--- config.mk ---
export PLATFORM = sky130hd
export DESIGN_NAME = sdram_block_master_flat
export DESIGN_NICKNAME = d
export VERILOG_FILES = /design/src/rtl/sdram_block_master_if.sv /design/src/rtl/sdram_block_master.sv /design/src/flat_wrapper.sv
export SDC_FILE = /design/constraint.sdc
export NUM_CORES = 1
export LEC_CHECK = 0
export BUFFER_PORTS_ARGS = -buffer_cell sky130_fd_sc_hd__buf_4
export CAP_MARGIN = 5
export CORE_UTILIZATION = 52
export DETAILED_ROUTE_END_ITERATION = 6
export PLACE_DENSITY = 0.77
export SKIP_LAST_GASP = 1
export SYNTH_ARGS = -nofsm -noshare
export SYNTH_HDL_FRONTEND = slang
export SYNTH_SLANG_ARGS = --single-unit
--- constraint.sdc ---
create_clock -name clk -period 3.5 [get_ports clk]
set_clock_uncertainty 0.05 [all_clocks]
set_input_delay 0.7 -clock clk [delete_from_list [all_inputs] [get_ports clk]]
set_output_delay 0.7 -clock clk [all_outputs]
set_load 0.01 [all_outputs]
--- src/rtl/sdram_block_master_if.sv ---
// Avalon-MM bus between the block master and the SDRAM controller slave port.
interface sdram_block_master_if #(
  parameter int ADDR_W = 32,
  parameter int DATA_W = 32
) ();
  logic [ADDR_W-1:0]   avm_address;
  logic                avm_read;
  logic                avm_write;
  logic [DATA_W-1:0]   avm_writedata;
  logic [DATA_W/8-1:0] avm_byteenable;
  logic [DATA_W-1:0]   avm_readdata;
  logic                avm_readdatavalid;
  logic                avm_waitrequest;

  modport master (
    output avm_address, avm_read, avm_write, avm_writedata, avm_byteenable,
    input  avm_readdata, avm_readdatavalid, avm_waitrequest
  );

  modport slave (
    input  avm_address, avm_read, avm_write, avm_writedata, avm_byteenable,
    output avm_readdata, avm_readdatavalid, avm_waitrequest
  );
endinterface

--- src/rtl/sdram_block_master.sv ---
// Block-operation Avalon-MM master: FILL, VERIFY or CHECKSUM over a run of SDRAM
// words, started by a rising edge on ready and acknowledged with done.
module sdram_block_master #(
  parameter int ADDR_W      = 32,
  parameter int DATA_W      = 32,
  parameter int LEN_W       = 24,
  parameter int MAX_PENDING = 8
) (
  input  logic              clk,
  input  logic              reset_n,
  input  logic              ready,
  input  logic [1:0]        mode,
  input  logic [ADDR_W-1:0] base_addr,
  input  logic [LEN_W-1:0]  num_words,
  input  logic [DATA_W-1:0] seed,
  output logic              done,
  output logic              busy,
  output logic              error,
  output logic [ADDR_W-1:0] err_addr,
  output logic [31:0]       result,
  sdram_block_master_if.master avm
);

  typedef enum logic [2:0] {S_IDLE, S_WRITE, S_READ, S_DRAIN, S_DONE} state_t;

  localparam logic [ADDR_W-1:0] STEP = ADDR_W'(DATA_W / 8);
  localparam logic [7:0]        MAXP = 8'(MAX_PENDING);

  state_t            state, state_nxt;
  logic              ready_q;
  logic [1:0]        mode_r;
  logic [LEN_W-1:0]  len_r, issued, issued_inc;
  logic [ADDR_W-1:0] addr_r, rcv_addr;
  logic [DATA_W-1:0] data_r, exp_data;
  logic [7:0]        pending, pending_nxt;
  logic              start, req_read, req_write, rd_accept, wr_accept, rd_ok, last_issue;

  assign start      = (state == S_IDLE) && ready && !ready_q;
  assign req_write  = (state == S_WRITE);
  assign req_read   = (state == S_READ) && (issued < len_r) && (pending < MAXP);
  assign rd_accept  = req_read && !avm.avm_waitrequest;
  assign wr_accept  = req_write && !avm.avm_waitrequest;
  assign issued_inc = issued + 1'b1;
  assign last_issue = (issued_inc == len_r);
  // Returns that arrive with nothing outstanding (e.g. after a reset) are stale.
  assign rd_ok      = avm.avm_readdatavalid && (pending != 8'd0);

  assign avm.avm_address    = addr_r;
  assign avm.avm_read       = req_read;
  assign avm.avm_write      = req_write;
  assign avm.avm_writedata  = data_r;
  assign avm.avm_byteenable = '1;

  assign done = (state == S_DONE);
  assign busy = (state == S_WRITE) || (state == S_READ) || (state == S_DRAIN);

  always_comb begin
    pending_nxt = pending;
    if (rd_accept && !rd_ok)      pending_nxt = pending + 8'd1;
    else if (!rd_accept && rd_ok) pending_nxt = pending - 8'd1;
  end

  always_ff @(posedge clk or negedge reset_n) begin
    if (!reset_n) state <= S_IDLE;
    else          state <= state_nxt;
  end

  always_comb begin
    state_nxt = state;
    case (state)
      S_IDLE: begin
        if (start) begin
          if (num_words == '0)   state_nxt = S_DONE;
          else if (mode == 2'd0) state_nxt = S_WRITE;
          else                   state_nxt = S_READ;
        end
      end
      S_WRITE: if (wr_accept && last_issue) state_nxt = S_DONE;
      S_READ:  if (rd_accept && last_issue) state_nxt = S_DRAIN;
      S_DRAIN: if (pending_nxt == 8'd0)     state_nxt = S_DONE;
      S_DONE:  if (!ready)                  state_nxt = S_IDLE;
      default: state_nxt = S_IDLE;
    endcase
  end

  always_ff @(posedge clk or negedge reset_n) begin
    if (!reset_n) begin
      ready_q  <= 1'b0;
      mode_r   <= 2'd0;
      len_r    <= '0;
      issued   <= '0;
      addr_r   <= '0;
      rcv_addr <= '0;
      data_r   <= '0;
      exp_data <= '0;
      pending  <= 8'd0;
      result   <= 32'd0;
      error    <= 1'b0;
      err_addr <= '0;
    end else begin
      ready_q <= ready;
      pending <= pending_nxt;
      if (start) begin
        mode_r   <= mode;
        len_r    <= num_words;
        issued   <= '0;
        addr_r   <= base_addr;
        rcv_addr <= base_addr;
        data_r   <= seed;
        exp_data <= seed;
        result   <= 32'd0;
        error    <= 1'b0;
        err_addr <= '0;
      end
      if (wr_accept || rd_accept) begin
        issued <= issued_inc;
        addr_r <= addr_r + STEP;
        data_r <= data_r + 1'b1;
      end
      if (wr_accept) result <= result + 32'd1;
      // Reads come back in order, so the j-th return is checked against word j.
      if (rd_ok) begin
        exp_data <= exp_data + 1'b1;
        rcv_addr <= rcv_addr + STEP;
        if (mode_r == 2'd1) begin
          if (avm.avm_readdata != exp_data) begin
            result <= result + 32'd1;
            if (!error) begin
              error    <= 1'b1;
              err_addr <= rcv_addr;
            end
          end
        end else begin
          result <= result + 32'(avm.avm_readdata);
        end
      end
    end
  end

endmodule

--- src/flat_wrapper.sv ---
// flat-port wrapper written by rule: the top's interface ports become plain ports
module sdram_block_master_flat 
#(
  parameter int ADDR_W      = 32,
  parameter int DATA_W      = 32,
  parameter int LEN_W       = 24,
  parameter int MAX_PENDING = 8
)
  (clk, reset_n, ready, mode, base_addr, num_words, seed, done, busy, error, err_addr, result, avm_avm_address, avm_avm_read, avm_avm_write, avm_avm_writedata, avm_avm_byteenable, avm_avm_readdata, avm_avm_readdatavalid, avm_avm_waitrequest);
  sdram_block_master_if #(.ADDR_W(ADDR_W), .DATA_W(DATA_W)) avm_i ();
  input  logic clk;
  input  logic reset_n;
  input  logic ready;
  input  logic [1:0] mode;
  input  logic [ADDR_W-1:0] base_addr;
  input  logic [LEN_W-1:0] num_words;
  input  logic [DATA_W-1:0] seed;
  output logic done;
  output logic busy;
  output logic error;
  output logic [ADDR_W-1:0] err_addr;
  output logic [31:0] result;
  output wire logic [$bits(avm_i.avm_address)-1:0] avm_avm_address;
  output wire logic [$bits(avm_i.avm_read)-1:0] avm_avm_read;
  output wire logic [$bits(avm_i.avm_write)-1:0] avm_avm_write;
  output wire logic [$bits(avm_i.avm_writedata)-1:0] avm_avm_writedata;
  output wire logic [$bits(avm_i.avm_byteenable)-1:0] avm_avm_byteenable;
  input wire logic [$bits(avm_i.avm_readdata)-1:0] avm_avm_readdata;
  input wire logic [$bits(avm_i.avm_readdatavalid)-1:0] avm_avm_readdatavalid;
  input wire logic [$bits(avm_i.avm_waitrequest)-1:0] avm_avm_waitrequest;
  assign avm_avm_address = avm_i.avm_address;
  assign avm_avm_read = avm_i.avm_read;
  assign avm_avm_write = avm_i.avm_write;
  assign avm_avm_writedata = avm_i.avm_writedata;
  assign avm_avm_byteenable = avm_i.avm_byteenable;
  assign avm_i.avm_readdata = avm_avm_readdata;
  assign avm_i.avm_readdatavalid = avm_avm_readdatavalid;
  assign avm_i.avm_waitrequest = avm_avm_waitrequest;
  sdram_block_master #(.ADDR_W(ADDR_W), .DATA_W(DATA_W), .LEN_W(LEN_W), .MAX_PENDING(MAX_PENDING)) u_core (.clk(clk), .reset_n(reset_n), .ready(ready), .mode(mode), .base_addr(base_addr), .num_words(num_words), .seed(seed), .done(done), .busy(busy), .error(error), .err_addr(err_addr), .result(result), .avm(avm_i));
endmodule
==> results.toml <==
[placed_design]
dp_hpwl_mm = 42.5
dpl_cell_area_um2 = 19500
gp_congestion = 1.04
dp_slack_ps = -425
io_buffers = 259

[sta]
setup_ws_ps = -73.5
worst_pin_slew_ps = 847
clock.fmax_mhz = 280
whs_ps = 95.1
finalHoldViolCount = 0
period_needed_ps = 3570
rsz0062_at_grt = "yes"
drv_slew = 0
period_share_pct = 102
setup_viol = 2
maxSlewHeadroom_pct = 43.3

[synthesis]
ys.flop_type = "dfrtp_1"
syn-cell-area_um2 = 16600
yosysSeqAreaShare_pct = 38.6
syn_area_per_cell_um2 = 8.26
ys_ff_latch = 255
synth_edf_count = 0
yosysWarnings = 0
yosys.cell_types.count = 77
syn_inst = 2004
async_reset_ff_share_pct = 100

[floorplan]
ioPinCount = 264
fp.dieW_um = 180
floorplan.initialDensity_pct = 53.4
core_area_um2 = 31000
die_h_um = 180
fp.dieArea_um2 = 32500
std_cell_rows = 64

[route]
drt_first_pass_iters = 7
routedWlPerCell_um = 21.0
drtAntennaViolNets = 0
drt-total-wl_mm = 57.5
vias = 17500
drt_iter0_drc = 1790
drc = 0
vias_per_cell = 6.37

[job]
cap_violations = 0

[final_layout]
layout_commonest_cell = "buf_4"
layout.filler_cells = 2586
nNetsFinal = 2514
final_cell_mix = "buf_4, nand2_1, dfrtp_1"
drive_gt1_share_pct = 21.5
fin_area_um2 = 20900
syn_to_final_growth_pct = 26.0

[global_route]
grt_pass1_wl_mm = 90.3
grt_pass1_vias = 16500
grt_max_degree = 92
grt-ovfl-total = 0
antenna_found_initial = 2
track_usage_pct = 34.8

[clock_tree]
htree_levels = 1
clock_sinks = 255
clk_pin_slew_ps = 60
cts_made_buffers = 30
cts_max_path_buffers = 3
cts_tree = "done"
clockRootBuffer = "clkbuf_16"
clock_latency_ps = 560

[power]
leakage_uw = 0.00922
ir_worst_vdd_mv = 0.550
power_density_nw_per_um2 = 838

[setup_path]
critical_path_peak_fanout = 3
cp_data_required_time_ps = 3890
worst_ep_arrival_time_ps = 3970
endpoint_kind = "flip-flop"
start_kind = "flip-flop"
r2r_setup_slack_ps = -70
path_class = "flip-flop to flip-flop"

[min_path]
hp-class = "input port to asynchronous set/reset pin"

[status]
status = "finished, violations left"
violations = "negative setup slack"
cell families after synthesis:
family	Yosys count	share of synthesized area [%]
AOI/OAI and AO/OA	585	22.7
and+or+nand+nor	807	22.8
muxes	6	0.386
DFF	255	38.6
buffers and inverters	154	3.67
other	1	0.0227
xor gates and xnor gates	132	6.99
adders and majority gates	64	4.88
cell type report:
| cell class | count | area (um^2) | share of cell area, % |
|---|---|---|---|
| multi-input combinational | 1598 | 9750 | 46.7 |
| clock buffer | 36 | 835 | 4.00 |
| sequential | 255 | 6380 | 30.6 |
| tap | 396 | 495 | 2.38 |
| inverter | 50 | 188 | 0.900 |
| antenna | 3 | 7.51 | 0.0360 |
| clock inverter | 20 | 234 | 1.12 |
| timing repair buffer | 388 | 2970 | 14.2 |
state kept, by name, indices dropped and copies added, names as in the netlist:
| register | count |
|---|---|
| u_core.avm.avm_address | 32 |
| u_core.avm.avm_writedata | 32 |
| u_core.err_addr | 32 |
| u_core.exp_data | 32 |
| u_core.rcv_addr | 32 |
| u_core.result | 32 |
| u_core.issued | 24 |
| u_core.len_r | 24 |
| u_core.pending | 8 |
| u_core.state | 3 |
| u_core.mode_r | 2 |
| u_core.error | 1 |
| u_core.ready_q | 1 |
routing by layer:
layer | track usage, % | share of wire, % | routed length (um) | vias up
met1 | 48.7 | 40 | 23300 | 8429
li1 | - | - | - | 7916
met4 | 16.2 | 4.7 | 2730 | 0
met3 | 5.62 | 10 | 5900 | 162
met2 | 52.9 | 45 | 25600 | 976
met5 | 0 | 0 | 0 | -
cells in the mapped netlist (all sizes together), types with 5 or more instances:
library cell / n / area, um^2
dfrtp: 255 / 6380
a21oi: 108 / 541
nand3: 80 / 423
nor4: 28 / 205
clkbuf: 85 / 320
inv: 50 / 188
nand4: 28 / 175
o21ai: 207 / 1050
a31oi: 21 / 131
and2: 21 / 131
o221ai: 5 / 43.8
o31ai: 20 / 150
xor2: 75 / 657
nand2: 305 / 1140
and3: 51 / 324
o221a: 5 / 56.3
o22ai: 22 / 138
a21o: 14 / 105
nor2b: 9 / 56.3
a311oi: 11 / 96.3
or3: 10 / 62.6
a211oi: 40 / 300
o311ai: 13 / 114
buf: 19 / 100
o211ai: 24 / 180
ha: 63 / 788
a221o: 22 / 220
xnor2: 57 / 499
nor2: 184 / 693
nor3: 47 / 235
nand2b: 14 / 87.6
nor3b: 11 / 82.6
a32oi: 5 / 43.8
and4: 8 / 72.6
a22oi: 21 / 163
a211o: 5 / 43.8
a221oi: 6 / 52.6
or2: 5 / 31.3
through the flow:
| stage | utilization (%) | power, uW | TNS (ps) | std cells |
|---|---|---|---|---|
| after floorplan | - | 10200 | 0 | 2007 |
| after CTS | 67.0 | 17200 | -10.1 | 2737 |
| after global routing | 67.3 | 18600 | -471 | 2745 |
| final | 67.3 | 17500 | -144 | 2746 |
| after detailed placement | 63.1 | 13700 | -914 | 2672 |
| after global placement | 63.1 | 13400 | -628 | 2672 |
critical path: stages (launching register included):
cell      delay, ps
dfrtp_1         350
inv_1            60
ha_1            290
nand4_1         220
nor4_1          220
o21bai_1         90
and4_4          200
o21ai_4         170
mux2i_1         240
xor2_1          100
or3_1           310
or4_4           540
a22oi_2         290
mux2_4          330
report_power, final:
group | total (uW) | internal, uW | leakage [uW] | switching (uW)
Clock | 3390 | 2060 | 0.000534 | 1320
Sequential | 5710 | 4160 | 0.00313 | 1550
Combinational | 8380 | 3830 | 0.00555 | 4540
Total | 17500 | 10100 | 0.00922 | 7420
final timing paths:
check,depth (start not counted),startpoint,endpoint
worst max register to register,13,u_core.len_r[12],u_core.state[0]
worst min-delay path,1,reset_n,u_core.issued[14]
worst min register to register,2,u_core.len_r[0],u_core.len_r[0]
max in group asynchronous,2,reset_n,u_core.result[24]
min in group clk,1,ready,u_core.ready_q
worst max-delay path,13,u_core.len_r[12],u_core.state[0]
timing repair:
item,in CTS,in global routing
hold buffers,0,0
gates resized for setup,11,14
setup endpoints to repair,2,4
pin swaps,17,7
gates cloned,0,0
buffers inserted,9,6
Power figures use the tool's default switching activity.
